<file path="config.mk">
export PLATFORM = sky130hd
export DESIGN_NAME = mux2_arbiter_flat
export DESIGN_NICKNAME = d
export VERILOG_FILES = /design/src/rtl/mux2_ctrl_pkg.sv /design/src/rtl/mux2_arbiter_if.sv /design/src/rtl/mux2_arbiter_settle_timer.sv /design/src/rtl/mux2_arbiter.sv /design/src/flat_wrapper.sv
export SDC_FILE = /design/constraint.sdc
export NUM_CORES = 1
export LEC_CHECK = 0
export CAP_MARGIN = 10
export CORE_MARGIN = 4
export CORE_UTILIZATION = 60
export DETAILED_ROUTE_END_ITERATION = 8
export PLACE_DENSITY = 0.82
export SLEW_MARGIN = 25
export SYNTH_ARGS = -nofsm -noshare
export SYNTH_HDL_FRONTEND = slang
export SYNTH_SLANG_ARGS = --single-unit
</file>
<file path="constraint.sdc">
create_clock -name clk -period 3.08 [get_ports clk]
set_input_delay 0.77 -clock clk [delete_from_list [all_inputs] [get_ports clk]]
set_output_delay 0.77 -clock clk [all_outputs]
set_load 0.01 [all_outputs]
</file>
<file path="src/rtl/mux2_ctrl_pkg.sv">
// Shared types and helpers for mux2 select/arbitration control.
// Holds the arbiter state encoding, the select constants for the
// 2:1 mux (d0/d1) and the round-robin winner function.
package mux2_ctrl_pkg;

  // Arbiter state encoding
  typedef enum logic [1:0] {
    IDLE   = 2'd0,
    SETTLE = 2'd1,
    GRANT  = 2'd2
  } arb_state_t;

  // mux2 select values
  localparam logic SEL_D0 = 1'b0;
  localparam logic SEL_D1 = 1'b1;

  // Legal parameter bounds
  localparam int unsigned SETTLE_MIN = 1;
  localparam int unsigned SETTLE_MAX = 15;
  localparam int unsigned HOLD_MIN   = 2;
  localparam int unsigned HOLD_MAX   = 255;

  // Round-robin winner: a lone requester wins, a tie goes to the
  // index that was not served last. With no request the result is
  // unused; last is returned so the expression stays fully defined.
  function automatic logic next_winner(input logic [1:0] req, input logic last);
    logic w;
    case (req)
      2'b01:   w = SEL_D0;
      2'b10:   w = SEL_D1;
      2'b11:   w = ~last;
      default: w = last;
    endcase
    return w;
  endfunction

endpackage

</file>
<file path="src/rtl/mux2_arbiter_if.sv">
// Handshake bundle between the two mux2 requesters and the arbiter.
//   req0/req1 : level requests, held until the requester is done
//   sel       : mux2 select (0=d0, 1=d1)
//   gnt0/gnt1 : requester owns the mux and z is valid
//   z_valid   : gnt0|gnt1
//   busy      : arbiter is not idle
// master = requester side, slave = arbiter side.
interface mux2_arbiter_if;

  logic req0;
  logic req1;
  logic sel;
  logic gnt0;
  logic gnt1;
  logic z_valid;
  logic busy;

  modport master (
    output req0,
    output req1,
    input  sel,
    input  gnt0,
    input  gnt1,
    input  z_valid,
    input  busy
  );

  modport slave (
    input  req0,
    input  req1,
    output sel,
    output gnt0,
    output gnt1,
    output z_valid,
    output busy
  );

endinterface

</file>
<file path="src/rtl/mux2_arbiter_settle_timer.sv">
// Loadable down-counter that times a settle window of N cycles.
// Ports:
//   clk  : rising-edge clock
//   rst  : asynchronous active-high reset
//   load : restart the window (counter <= N-1)
//   done : registered, high when the count has reached zero
// A load on edge E followed by N-1 further edges leaves done high,
// so a consumer checking done at each edge acts on edge E+N.
module settle_timer #(
  parameter int unsigned N = 3
) (
  input  logic clk,
  input  logic rst,
  input  logic load,
  output logic done
);

  localparam int unsigned CW = (N < 2) ? 1 : $clog2(N + 1);

  logic [CW-1:0] cnt;

  // Down-count with a registered zero flag tracking the next count
  always_ff @(posedge clk or posedge rst) begin
    if (rst) begin
      cnt  <= '0;
      done <= 1'b1;
    end else if (load) begin
      cnt  <= CW'(N - 1);
      done <= (N == 1);
    end else if (cnt != '0) begin
      cnt  <= cnt - CW'(1);
      done <= (cnt == CW'(1));
    end else begin
      done <= 1'b1;
    end
  end

endmodule

</file>
<file path="src/rtl/mux2_arbiter.sv">
// Round-robin arbiter and select sequencer for the shared mux2 output.
// Drives the mux select and only grants once sel has been stable for
// SETTLE_CYCLES cycles, so a requester never samples a resolving z.
// An owner contested for MAX_HOLD consecutive grant cycles is preempted.
// Ports:
//   clk : rising-edge clock
//   rst : asynchronous active-high reset
//   bus : mux2_arbiter_if.slave (req0/req1 in; sel, gnt0, gnt1,
//         z_valid, busy out; all outputs registered)
module mux2_arbiter
  import mux2_ctrl_pkg::*;
#(
  parameter int unsigned SETTLE_CYCLES = 3,
  parameter int unsigned MAX_HOLD      = 8
) (
  input  logic            clk,
  input  logic            rst,
  mux2_arbiter_if.slave   bus
);

  localparam int unsigned HW = $clog2(MAX_HOLD + 1);

  arb_state_t    state;
  logic          last;
  logic [HW-1:0] hold_cnt;

  logic [1:0]    req_c;
  logic          winner_c;
  logic          own_req_c;
  logic          oth_req_c;
  logic          hold_max_c;
  logic          preempt_c;
  logic          load_c;
  logic          settle_done;

  assign req_c = {bus.req1, bus.req0};

  // Arbitration decode from the sampled requests and current owner
  always_comb begin
    winner_c   = next_winner(req_c, last);
    own_req_c  = req_c[bus.sel];
    oth_req_c  = req_c[~bus.sel];
    hold_max_c = (hold_cnt == HW'(MAX_HOLD - 1));
    preempt_c  = 1'b0;
    load_c     = 1'b0;
    if (state == GRANT) begin
      // release takes priority over preemption
      preempt_c = own_req_c && oth_req_c && hold_max_c;
    end
    if ((state == IDLE) && (req_c != 2'b00) && (winner_c != bus.sel)) begin
      load_c = 1'b1;
    end
    if (preempt_c) begin
      load_c = 1'b1;
    end
  end

  // Settle window starts on every sel change
  settle_timer #(
    .N (SETTLE_CYCLES)
  ) u_settle (
    .clk  (clk),
    .rst  (rst),
    .load (load_c),
    .done (settle_done)
  );

  // Arbiter FSM with registered select, grants and status
  always_ff @(posedge clk or posedge rst) begin
    if (rst) begin
      state       <= IDLE;
      last        <= 1'b1;
      hold_cnt    <= '0;
      bus.sel     <= SEL_D0;
      bus.gnt0    <= 1'b0;
      bus.gnt1    <= 1'b0;
      bus.z_valid <= 1'b0;
      bus.busy    <= 1'b0;
    end else begin
      case (state)
        IDLE: begin
          if (req_c != 2'b00) begin
            bus.busy <= 1'b1;
            if (winner_c == bus.sel) begin
              // mux already points at the winner: no settle needed
              state       <= GRANT;
              hold_cnt    <= '0;
              bus.gnt0    <= (bus.sel == SEL_D0);
              bus.gnt1    <= (bus.sel == SEL_D1);
              bus.z_valid <= 1'b1;
            end else begin
              state   <= SETTLE;
              bus.sel <= winner_c;
            end
          end
        end

        SETTLE: begin
          if (settle_done) begin
            if (own_req_c) begin
              state       <= GRANT;
              hold_cnt    <= '0;
              bus.gnt0    <= (bus.sel == SEL_D0);
              bus.gnt1    <= (bus.sel == SEL_D1);
              bus.z_valid <= 1'b1;
            end else begin
              // requester withdrew during the window; keep sel as is
              state    <= IDLE;
              bus.busy <= 1'b0;
            end
          end
        end

        GRANT: begin
          if (!own_req_c) begin
            state       <= IDLE;
            last        <= bus.sel;
            hold_cnt    <= '0;
            bus.gnt0    <= 1'b0;
            bus.gnt1    <= 1'b0;
            bus.z_valid <= 1'b0;
            bus.busy    <= 1'b0;
          end else if (oth_req_c) begin
            if (preempt_c) begin
              state       <= SETTLE;
              last        <= bus.sel;
              hold_cnt    <= '0;
              bus.sel     <= ~bus.sel;
              bus.gnt0    <= 1'b0;
              bus.gnt1    <= 1'b0;
              bus.z_valid <= 1'b0;
            end else if (!hold_max_c) begin
              hold_cnt <= hold_cnt + HW'(1);
            end
          end else begin
            hold_cnt <= '0;
          end
        end

        default: begin
          state       <= IDLE;
          bus.gnt0    <= 1'b0;
          bus.gnt1    <= 1'b0;
          bus.z_valid <= 1'b0;
          bus.busy    <= 1'b0;
        end
      endcase
    end
  end

endmodule
</file>
<file path="src/flat_wrapper.sv">
// flat-port wrapper written by rule: the top's interface ports become plain ports
module mux2_arbiter_flat import mux2_ctrl_pkg::*;
#(
  parameter int unsigned SETTLE_CYCLES = 3,
  parameter int unsigned MAX_HOLD      = 8
)
  (clk, rst, bus_req0, bus_req1, bus_sel, bus_gnt0, bus_gnt1, bus_z_valid, bus_busy);
  mux2_arbiter_if bus_i ();
  input  logic clk;
  input  logic rst;
  input wire logic [$bits(bus_i.req0)-1:0] bus_req0;
  input wire logic [$bits(bus_i.req1)-1:0] bus_req1;
  output wire logic [$bits(bus_i.sel)-1:0] bus_sel;
  output wire logic [$bits(bus_i.gnt0)-1:0] bus_gnt0;
  output wire logic [$bits(bus_i.gnt1)-1:0] bus_gnt1;
  output wire logic [$bits(bus_i.z_valid)-1:0] bus_z_valid;
  output wire logic [$bits(bus_i.busy)-1:0] bus_busy;
  assign bus_i.req0 = bus_req0;
  assign bus_i.req1 = bus_req1;
  assign bus_sel = bus_i.sel;
  assign bus_gnt0 = bus_i.gnt0;
  assign bus_gnt1 = bus_i.gnt1;
  assign bus_z_valid = bus_i.z_valid;
  assign bus_busy = bus_i.busy;
  mux2_arbiter #(.SETTLE_CYCLES(SETTLE_CYCLES), .MAX_HOLD(MAX_HOLD)) u_core (.clk(clk), .rst(rst), .bus(bus_i));
endmodule
</file>
==> results of run 1 <==
[cell usage after synthesis (all sizes together)]
cell	instances	area share (%)
a32o	1	0.95
and3	5	3.0
o2111ai	1	0.83
a2bb2oi	1	0.83
nand4	1	0.59
dfrtp	13	31
nand3	3	1.4
nor2	9	3.2
o221ai	1	0.83
dfstp	2	5.0
a2111oi	2	5.2
nor3b	2	1.4
ha	8	9.5
xor2	2	2.4
o21a	1	0.71
mux2i	3	3.2
a211oi	2	1.4
or4	1	0.71
a21oi	4	1.9
nor3	1	0.48
nand2b	3	1.8
a22o	1	0.83
o21ai	9	4.3
clkbuf	1	0.36
mux2	3	3.2
buf	3	2.0
nand2	14	5.0
and3b	1	0.83
or2b	1	0.71
xnor2	1	0.83
inv	14	5.0
o22ai	1	0.59
[state kept, by name, indices dropped and copies added, names as in the netlist]
| signal | cells |
|---|---|
| u_core.u_settle.cnt | 2 |
| u_core.u_settle.done | 1 |
| u_core.state | 2 |
| u_core.bus.sel | 1 |
| u_core.bus.busy | 1 |
| u_core.bus.gnt0 | 1 |
| u_core.hold_cnt | 4 |
| u_core.last | 1 |
| u_core.bus.z_valid | 1 |
| u_core.bus.gnt1 | 1 |
[critical path: cells and delay by family]
kind	cells	cell delay, ns
xor+xnor	1	0.18
compound gates	3	0.89
buf+inv	1	0.71
mux	1	0.16
[cell type report]
class                           instances  share of cell area (%)
Inverter                               14                    4.56
Timing Repair Buffer                    8                    6.94
Multi-Input combinational cell         82                    51.7
Sequential cell                        15                    32.8
Tap cell                               16                    1.74
Clock buffer                            4                    2.28
[kinds of logic (layout without fill, tap and decap cells)]
logic type / count (synthesis) / after routing
flops: 15 / 15
compound gates: 24 / 24
simple gates: 41 / 41
mux: 6 / 6
xor+xnor: 3 / 3
buf+inv: 18 / 26
fa+ha+maj: 8 / 8
[per-layer routing]
layer  vias up  wire length, um  global-route usage, %
met4         0               12                   2.76
met3         4              110                   3.61
met2        28              921                   31.3
met5         -                0                      0
met1       392              881                   23.9
li1        410                -                      -
[stage by stage]
step / utilization [%] / std cells
floorplan: - / 115
global placement: 71.5 / 135
detailed placement: 71.5 / 135
CTS: 73.2 / 139
global route: 73.2 / 139
finish: 73.2 / 139
[how the worst max path moves through the flow]
stage               startpoint                        endpoint  slack, ns  cells after the start
floorplan             bus_req1     u_core.bus.gnt0$_DFFE_PP0P_       0.95                      5
global placement      bus_req0  u_core.hold_cnt[2]$_DFFE_PP0P_       0.33                      6
detailed placement    bus_req0  u_core.hold_cnt[2]$_DFFE_PP0P_       0.24                      6
CTS                   bus_req0  u_core.hold_cnt[2]$_DFFE_PP0P_       0.52                      6
global route          bus_req0  u_core.hold_cnt[2]$_DFFE_PP0P_       0.38                      6
finish                bus_req0  u_core.hold_cnt[2]$_DFFE_PP0P_       0.54                      6
[report_power, final]
part / total [mW] / switching (mW) / leakage [nW] / internal (mW)
clock network: 0.111 / 0.0607 / 0.0150 / 0.0502
registers: 0.363 / 0.0785 / 0.184 / 0.284
logic: 0.656 / 0.343 / 0.355 / 0.313
==> Flow_metrics.wiki, run 1 <==
{| class="wikitable"
! Metric !! Value
|-
| WHS Path Cells || 2
|-
| Yosys synthesis warning count || 0
|-
| Antenna Diode Count || 0
|-
| Number of hold buffers added after CTS || 0
|-
| Total routing usage reported by global routing || 18.2%
|-
| Worst reg2reg endpoint || u_core.hold_cnt[2]$_DFFE_PP0P_
|-
| Final min period || 2.54 ns
|-
| Global-route wire length before repair || 3.59 mm
|-
| Post-CTS resize count || 0
|-
| FF/Latch Area || 378 um^2
|-
| Starting density of the core || 66.7%
|-
| Antenna-violating nets left || 0
|-
| Weighted congestion at the end of routability-driven global placement || 0.758
|-
| Area of all placed cells without fillers || 1150 um^2
|-
| Vias per cell || 6.00
|-
| Critical-path cell list || clkdlybuf4s50_1 > xor2_2 > mux2i_2 > a2111oi_4 > o21ai_1 > a22o_1
|-
| Reported leakage power || 0.555 nW
|-
| Placed cell areas || 1130 um^2
|-
| I/O pin count || 9
|-
| Endpoint of the worst hold path || u_core.u_settle.cnt[1]$_DFFE_PP0P_
|-
| Placeable core region || 1580 um^2
|-
| Number of vias in the routed layout || 834
|-
| Number of DRC markers after the initial detailed-route iteration || 23
|-
| Total Die Area || 2490 um^2
|-
| P&R area growth vs syn || 9.63%
|-
| Origin of the critical flop-to-flop path || u_core.state[0]$_DFFE_PP0P_
|-
| Net total in the final layout || 136
|-
| Antenna violations before repair || 0
|-
| Adder-cell area share of the yosys netlist || 9.51%
|-
| Final Power || 1.13 mW
|-
| Number of cell rows || 14
|-
| Clock network latency to the later pin of the worst-skew pair || 0.28 ns
|-
| Via count of the first global-routing pass || 814
|-
| Die boundary width || 49.9 um
|-
| Maximum clock path buffer count || 2
|-
| Hold Worst Slack || 0.506 ns
|-
| Least-Margin Pin Slew || 0.552 ns
|-
| Worst Slack Setup Final || 0.538 ns
|-
| Timing-limited maximum frequency || 393 MHz
|-
| Maximum level of the CTS H-tree || 1
|-
| Post-route fraction of the period consumed by the critical path || 82.5%
|-
| Hold WC Path Type || reg2reg
|-
| Global-route congestion overflow total || 0
|-
| Register-to-register setup slack || 0.96 ns
|-
| Crit path required time || 3.25 ns
|-
| Final setup violation count || 0
|-
| Mean post-synth cell area || 9.15 um^2
|-
| Commonest cells after routing, fill and taps aside || 14 x inv_1, 14 x nand2_1, 13 x dfrtp_1
|-
| Wire length reported by the detailed router || 1.93 mm
|-
| Avg WL per Cell || 13.9 um
|-
| Crit Path Category || in2reg
|-
| CTS Sinks || 15
|-
| Synthesized Nets || 127
|-
| Number of hold violations in the final report || 0
|-
| Share of the synthesized area in compound gates (AO/OA/AOI/OAI) || 18.4%
|-
| Share of synthesized area occupied by flip-flops and latches || 35.9%
|-
| Fraction of synthesized area in multiplexers || 6.42%
|-
| Simple-gate portion of the synthesized area || 19.1%
|-
| Number of flip-flops and latches in the synthesized netlist || 15
|-
| XOR/XNOR Fraction of Synth Area || 3.21%
|-
| Maximum single-stage delay on the critical path || 0.71 ns
|-
| Worst Setup End Kind || register
|-
| Highest-delay cell along the critical path || clkdlybuf4s50_1
|-
| Total negative setup slack || 0 ns
|-
| Pwr/cell area || 979 nW/um^2
|-
| Biggest fanout along the worst timing path || 12
|-
| Clock tree from TritonCTS || built
|-
| Pre-antenna DRT Iters || 4
|-
| Vert. Die Dim || 49.9 um
|-
| Post-detailed-route DRC marker count || 0
|-
| Data arrival time of the critical path || 2.71 ns
|-
| Relative slew slack || 63.1%
|-
| Count of maximum capacitance violations || 0
|-
| Clock transition at the registers of the reported paths || 0.08 ns
|-
| Mapped Cells || 115
|-
| RSZ-0062 raised after global routing || no
|-
| Fraction of final layout cells sized beyond drive strength 1 || 9.76%
|-
| Peak VDD IR || 0.000581 V
|-
| Buffer count from post-CTS setup fixing || 0
|-
| Largest family of logic cells by synthesized area || simple AND/OR/NAND/NOR gates
|-
| Post-placement worst setup slack || 0.237 ns
|-
| Post-synthesis instance area || 1050 um^2
|-
| Origin of the worst min-delay path || u_core.u_settle.cnt[1]$_DFFE_PP0P_
|-
| Fill cell total of the finished layout || 122
|-
| Result of the run || finished clean
|-
| Length in cells of the worst reg-to-reg path || 7
|-
| Detailed Place HPWL || 1.51 mm
|-
| Pins Over Slew Limit || 0
|-
| Pin count of the biggest net entering global routing || 16
|-
| Element type at the critical path start || input pin
|-
| IO Port Bufs || 8
|-
| Library cells used by synthesis || 36
|-
| Root buffer cell || clkbuf_4
|-
| Post-Route Skew || 0.00574 ns
|-
| Number of buffers inserted during clock tree synthesis || 3
|-
| Area of the multi-input gates || 597 um^2
|}
(Power assumes the default switching activity.)
==> run 2, diff against run 1 <==
--- a/config.mk
+++ b/config.mk
@@ -7,9 +7,9 @@
 export LEC_CHECK = 0
 export CAP_MARGIN = 10
 export CORE_MARGIN = 4
-export CORE_UTILIZATION = 60
+export CORE_UTILIZATION = 50
 export DETAILED_ROUTE_END_ITERATION = 8
-export PLACE_DENSITY = 0.82
+export PLACE_DENSITY = 0.73
 export SLEW_MARGIN = 25
 export SYNTH_ARGS = -nofsm -noshare
 export SYNTH_HDL_FRONTEND = slang
==> constraint.sdc (replaced) <==
create_clock -name clk -period 2.2 [get_ports clk]
set_input_delay 0.55 -clock clk [delete_from_list [all_inputs] [get_ports clk]]
set_output_delay 0.55 -clock clk [all_outputs]
set_load 0.01 [all_outputs]
==> run 2 against run 1 <==
Non-clock buffer count increased by 11. Final cell count rose by 16%. Sequential share of layout area shrank 2.5 points. Core utilization down 10 points. Sequential power up 39%. Clock-buffer cell count is the same. Total power increased by 49%. First-iteration DRC count fell by 26%. Critical endpoint is now bus_sel. Largest power group unchanged.
==> Flow_metrics.wiki, run 2 (synthesized netlist as in run 1, its figures left out) <==
{| class="wikitable"
! Metric !! Value
|-
| Result of the run || finished clean
|-
| Post-CTS resize count || 0 (unchanged)
|-
| Crit path required time || 1.65 ns (-1.60 ns)
|-
| Pre-antenna DRT Iters || 4 (unchanged)
|-
| Max FFs per register || 4 (unchanged)
|-
| Global-route wire length before repair || 3.56 mm (-0.78%)
|-
| Net total in the final layout || 147 (+8.1%)
|-
| Total Die Area || 2900 um^2 (+17%)
|-
| Data arrival time of the critical path || 1.53 ns (-1.18 ns)
|-
| Vias per cell || 5.27 (-12%)
|-
| Element type at the critical path start || register
|-
| Placeable core region || 1980 um^2 (+26%)
|-
| Internal || 1.00 mW (+55%)
|-
| Total routing usage reported by global routing || 17.5% (-0.66 points)
|-
| Post-Route Skew || 0.00939 ns (+0.00365 ns)
|-
| Clock tree from TritonCTS || built
|-
| Pwr/cell area || 1350 nW/um^2 (+37%)
|-
| Starting density of the core || 53.1% (-14 points)
|-
| Timing-limited maximum frequency || 480 MHz
|-
| I/O pin count || 9 (unchanged)
|-
| Number of vias in the routed layout || 848 (+1.7%)
|-
| CTS Sinks || 15 (unchanged)
|-
| Commonest cells after routing, fill and taps aside || 14 x inv_1, 14 x nand2_1, 13 x dfrtp_1
|-
| Final min period || 2.08 ns
|-
| Registers with the most flip-flops || u_core.hold_cnt (4), u_core.state (2), u_core.u_settle.cnt (2)
|-
| Register-to-register setup slack || 0.26 ns (-0.70 ns)
|-
| Vert. Die Dim || 53.9 um (+8.0%)
|-
| Peak VDD IR || 0.000923 V (+59%)
|-
| Maximum level of the CTS H-tree || 1 (unchanged)
|-
| Met3 Usage GRT || 5.82% (+2.2 points)
|-
| Met2 layer usage reported by global route || 28.0% (-3.3 points)
|-
| Hold WC Path Type || reg2reg
|-
| Maximum single-stage delay on the critical path || 0.63 ns (-0.08 ns)
|-
| Count of maximum capacitance violations || 0 (unchanged)
|-
| Origin of the worst min-delay path || u_core.bus.busy$_DFFE_PP0P_
|-
| Post-route fraction of the period consumed by the critical path || 94.7%
|-
| Maximum clock path buffer count || 2 (unchanged)
|-
| P&R area growth vs syn || 18.8%
|-
| Worst Setup End Kind || output port
|-
| Global-route congestion overflow total || 0 (unchanged)
|-
| Avg WL per Cell || 12.1 um (-12%)
|-
| Length in cells of the worst reg-to-reg path || 5 (-2)
|-
| Clock transition at the registers of the reported paths || 0.08 ns (about the same)
|-
| Antenna Diode Count || 0 (unchanged)
|-
| Number of hold buffers added after CTS || 0 (unchanged)
|-
| Number of buffer and inverter instances along the worst setup path || 1 (unchanged)
|-
| Clock network latency to the later pin of the worst-skew pair || 0.28 ns (about the same)
|-
| Relative slew slack || 62.2% (-0.98 points)
|-
| Antenna-violating nets left || 0 (unchanged)
|-
| Die boundary width || 53.9 um (+8.0%)
|-
| Crit Path Category || reg2out
|-
| Final standard cell count with taps included and fillers excluded || 161 (+16%)
|-
| P_sw || 0.681 mW (+41%)
|-
| Total negative setup slack || 0 ns (unchanged)
|-
| Antenna violations before repair || 0 (unchanged)
|-
| Register name with the most flops || u_core.hold_cnt
|-
| Sequential fraction of design power || 29.9% (-2.2 points)
|-
| Placed Cells || 157 (+16%)
|-
| Crit-path leading delay family || buffers and inverters
|-
| Origin of the critical flop-to-flop path || u_core.bus.sel$_DFFE_PP0P_
|-
| Met1 Resource Use GR || 21.2% (-2.6 points)
|-
| Hold Worst Slack || 0.502 ns (-0.00374 ns)
|-
| Weighted congestion at the end of routability-driven global placement || 0.795 (+4.9%)
|-
| Highest-delay cell along the critical path || clkdlybuf4s50_1
|-
| WHS Path Cells || 2 (unchanged)
|-
| Number of hold violations in the final report || 0 (unchanged)
|-
| Placed cell areas || 1220 um^2 (+8.5%)
|-
| Gate power share || 61.1% (+3.0 points)
|-
| Number of DRC markers after the initial detailed-route iteration || 17 (-26%)
|-
| Reported leakage power || 0.608 nW (+9.6%)
|-
| Fraction of final layout cells sized beyond drive strength 1 || 17.2% (+7.4 points)
|-
| Least-Margin Pin Slew || 0.567 ns (+0.0146 ns)
|-
| Critical-path cell list || clkdlybuf4s50_1
|-
| Number of cell rows || 16 (+2)
|-
| Pin count of the biggest net entering global routing || 16 (unchanged)
|-
| Buffer count from post-CTS setup fixing || 0 (unchanged)
|-
| Endpoint of the worst hold path || u_core.bus.busy$_DFFE_PP0P_
|-
| Area of all placed cells without fillers || 1250 um^2 (+8.4%)
|-
| Pins Over Slew Limit || 0 (unchanged)
|-
| Root buffer cell || clkbuf_4
|-
| Worst reg2reg endpoint || u_core.bus.gnt0$_DFFE_PP0P_
|-
| Sw Ratio || 40.5% (-2.2 points)
|-
| Wire length reported by the detailed router || 1.96 mm (+1.6%)
|-
| RSZ-0062 raised after global routing || no
|-
| Layer with the highest usage || met2
|-
| Post-detailed-route DRC marker count || 0 (unchanged)
|-
| Detailed Place HPWL || 1.52 mm (+0.53%)
|-
| Final setup violation count || 0 (unchanged)
|-
| Clock Power Share || 9.0% (-0.8 points)
|-
| Via count of the first global-routing pass || 866 (+6.4%)
|-
| Number of buffers inserted during clock tree synthesis || 3 (unchanged)
|-
| Biggest fanout along the worst timing path || 12 (unchanged)
|-
| IO Port Bufs || 8 (unchanged)
|}
## run 2: cell types whose count changed in the layout (fill, tap and decap cells not counted), sizes merged
cell,change
buf,+11
## run 2: metrics by stage
stage / utilization (%) / setup WS, ns / power (mW)
floorplan: - / 0.287 / 1.21
CTS: 63.1 / 0.109 / 1.70
detailed placement: 61.7 / -0.210 / 1.54
finish: 63.1 / 0.116 / 1.68
global route: 63.1 / 0.0477 / 1.85
global placement: 61.7 / -0.137 / 1.50
## run 2: cell type report
class | instances | area (um^2)
inverter | 14 | 52.6
fill | 168 | 732
multi-input combinational | 82 | 597
clock buffer | 4 | 26.3
sequential | 15 | 378
timing repair buffer | 19 | 163
tap | 27 | 33.8
## run 2: per-layer routing
| metal | vias up | wire length [um] |
|---|---|---|
| li1 | 436 | - |
| met1 | 396 | 1000 |
| met2 | 12 | 855 |
| met3 | 4 | 65 |
| met4 | 0 | 34 |
| met5 | - | 0 |
## run 2: power groups by stage
stage	registers [mW]	clock network, mW	logic [mW]
after floorplan	0.487	0	0.721
after global placement	0.501	0	1.00
after detailed placement	0.509	0	1.03
after CTS	0.504	0.160	1.03
after global routing	0.522	0.180	1.15
final	0.504	0.151	1.03
## run 2: worst max path at each step
stage                               start                          end  slack (ns)  depth (start not counted)
2_1_floorplan                    bus_req1  u_core.bus.gnt0$_DFFE_PP0P_        0.29                          5
3_3_place_gp                     bus_req0  u_core.bus.gnt0$_DFFE_PP0P_       -0.14                          5
3_5_place_dp                     bus_req1  u_core.bus.gnt0$_DFFE_PP0P_       -0.21                          5
4_1_cts        u_core.bus.sel$_DFFE_PP0P_                      bus_sel        0.11                          1
5_1_grt        u_core.bus.sel$_DFFE_PP0P_                      bus_sel        0.05                          1
6_report       u_core.bus.sel$_DFFE_PP0P_                      bus_sel        0.12                          1
## run 2: worst reg2reg max path, delay by kind of cell (launching register included)
kind            cells  cell delay [ns]
flops               1             0.62
compound gates      1             0.25
mux                 2             0.77
simple gates        2             0.17
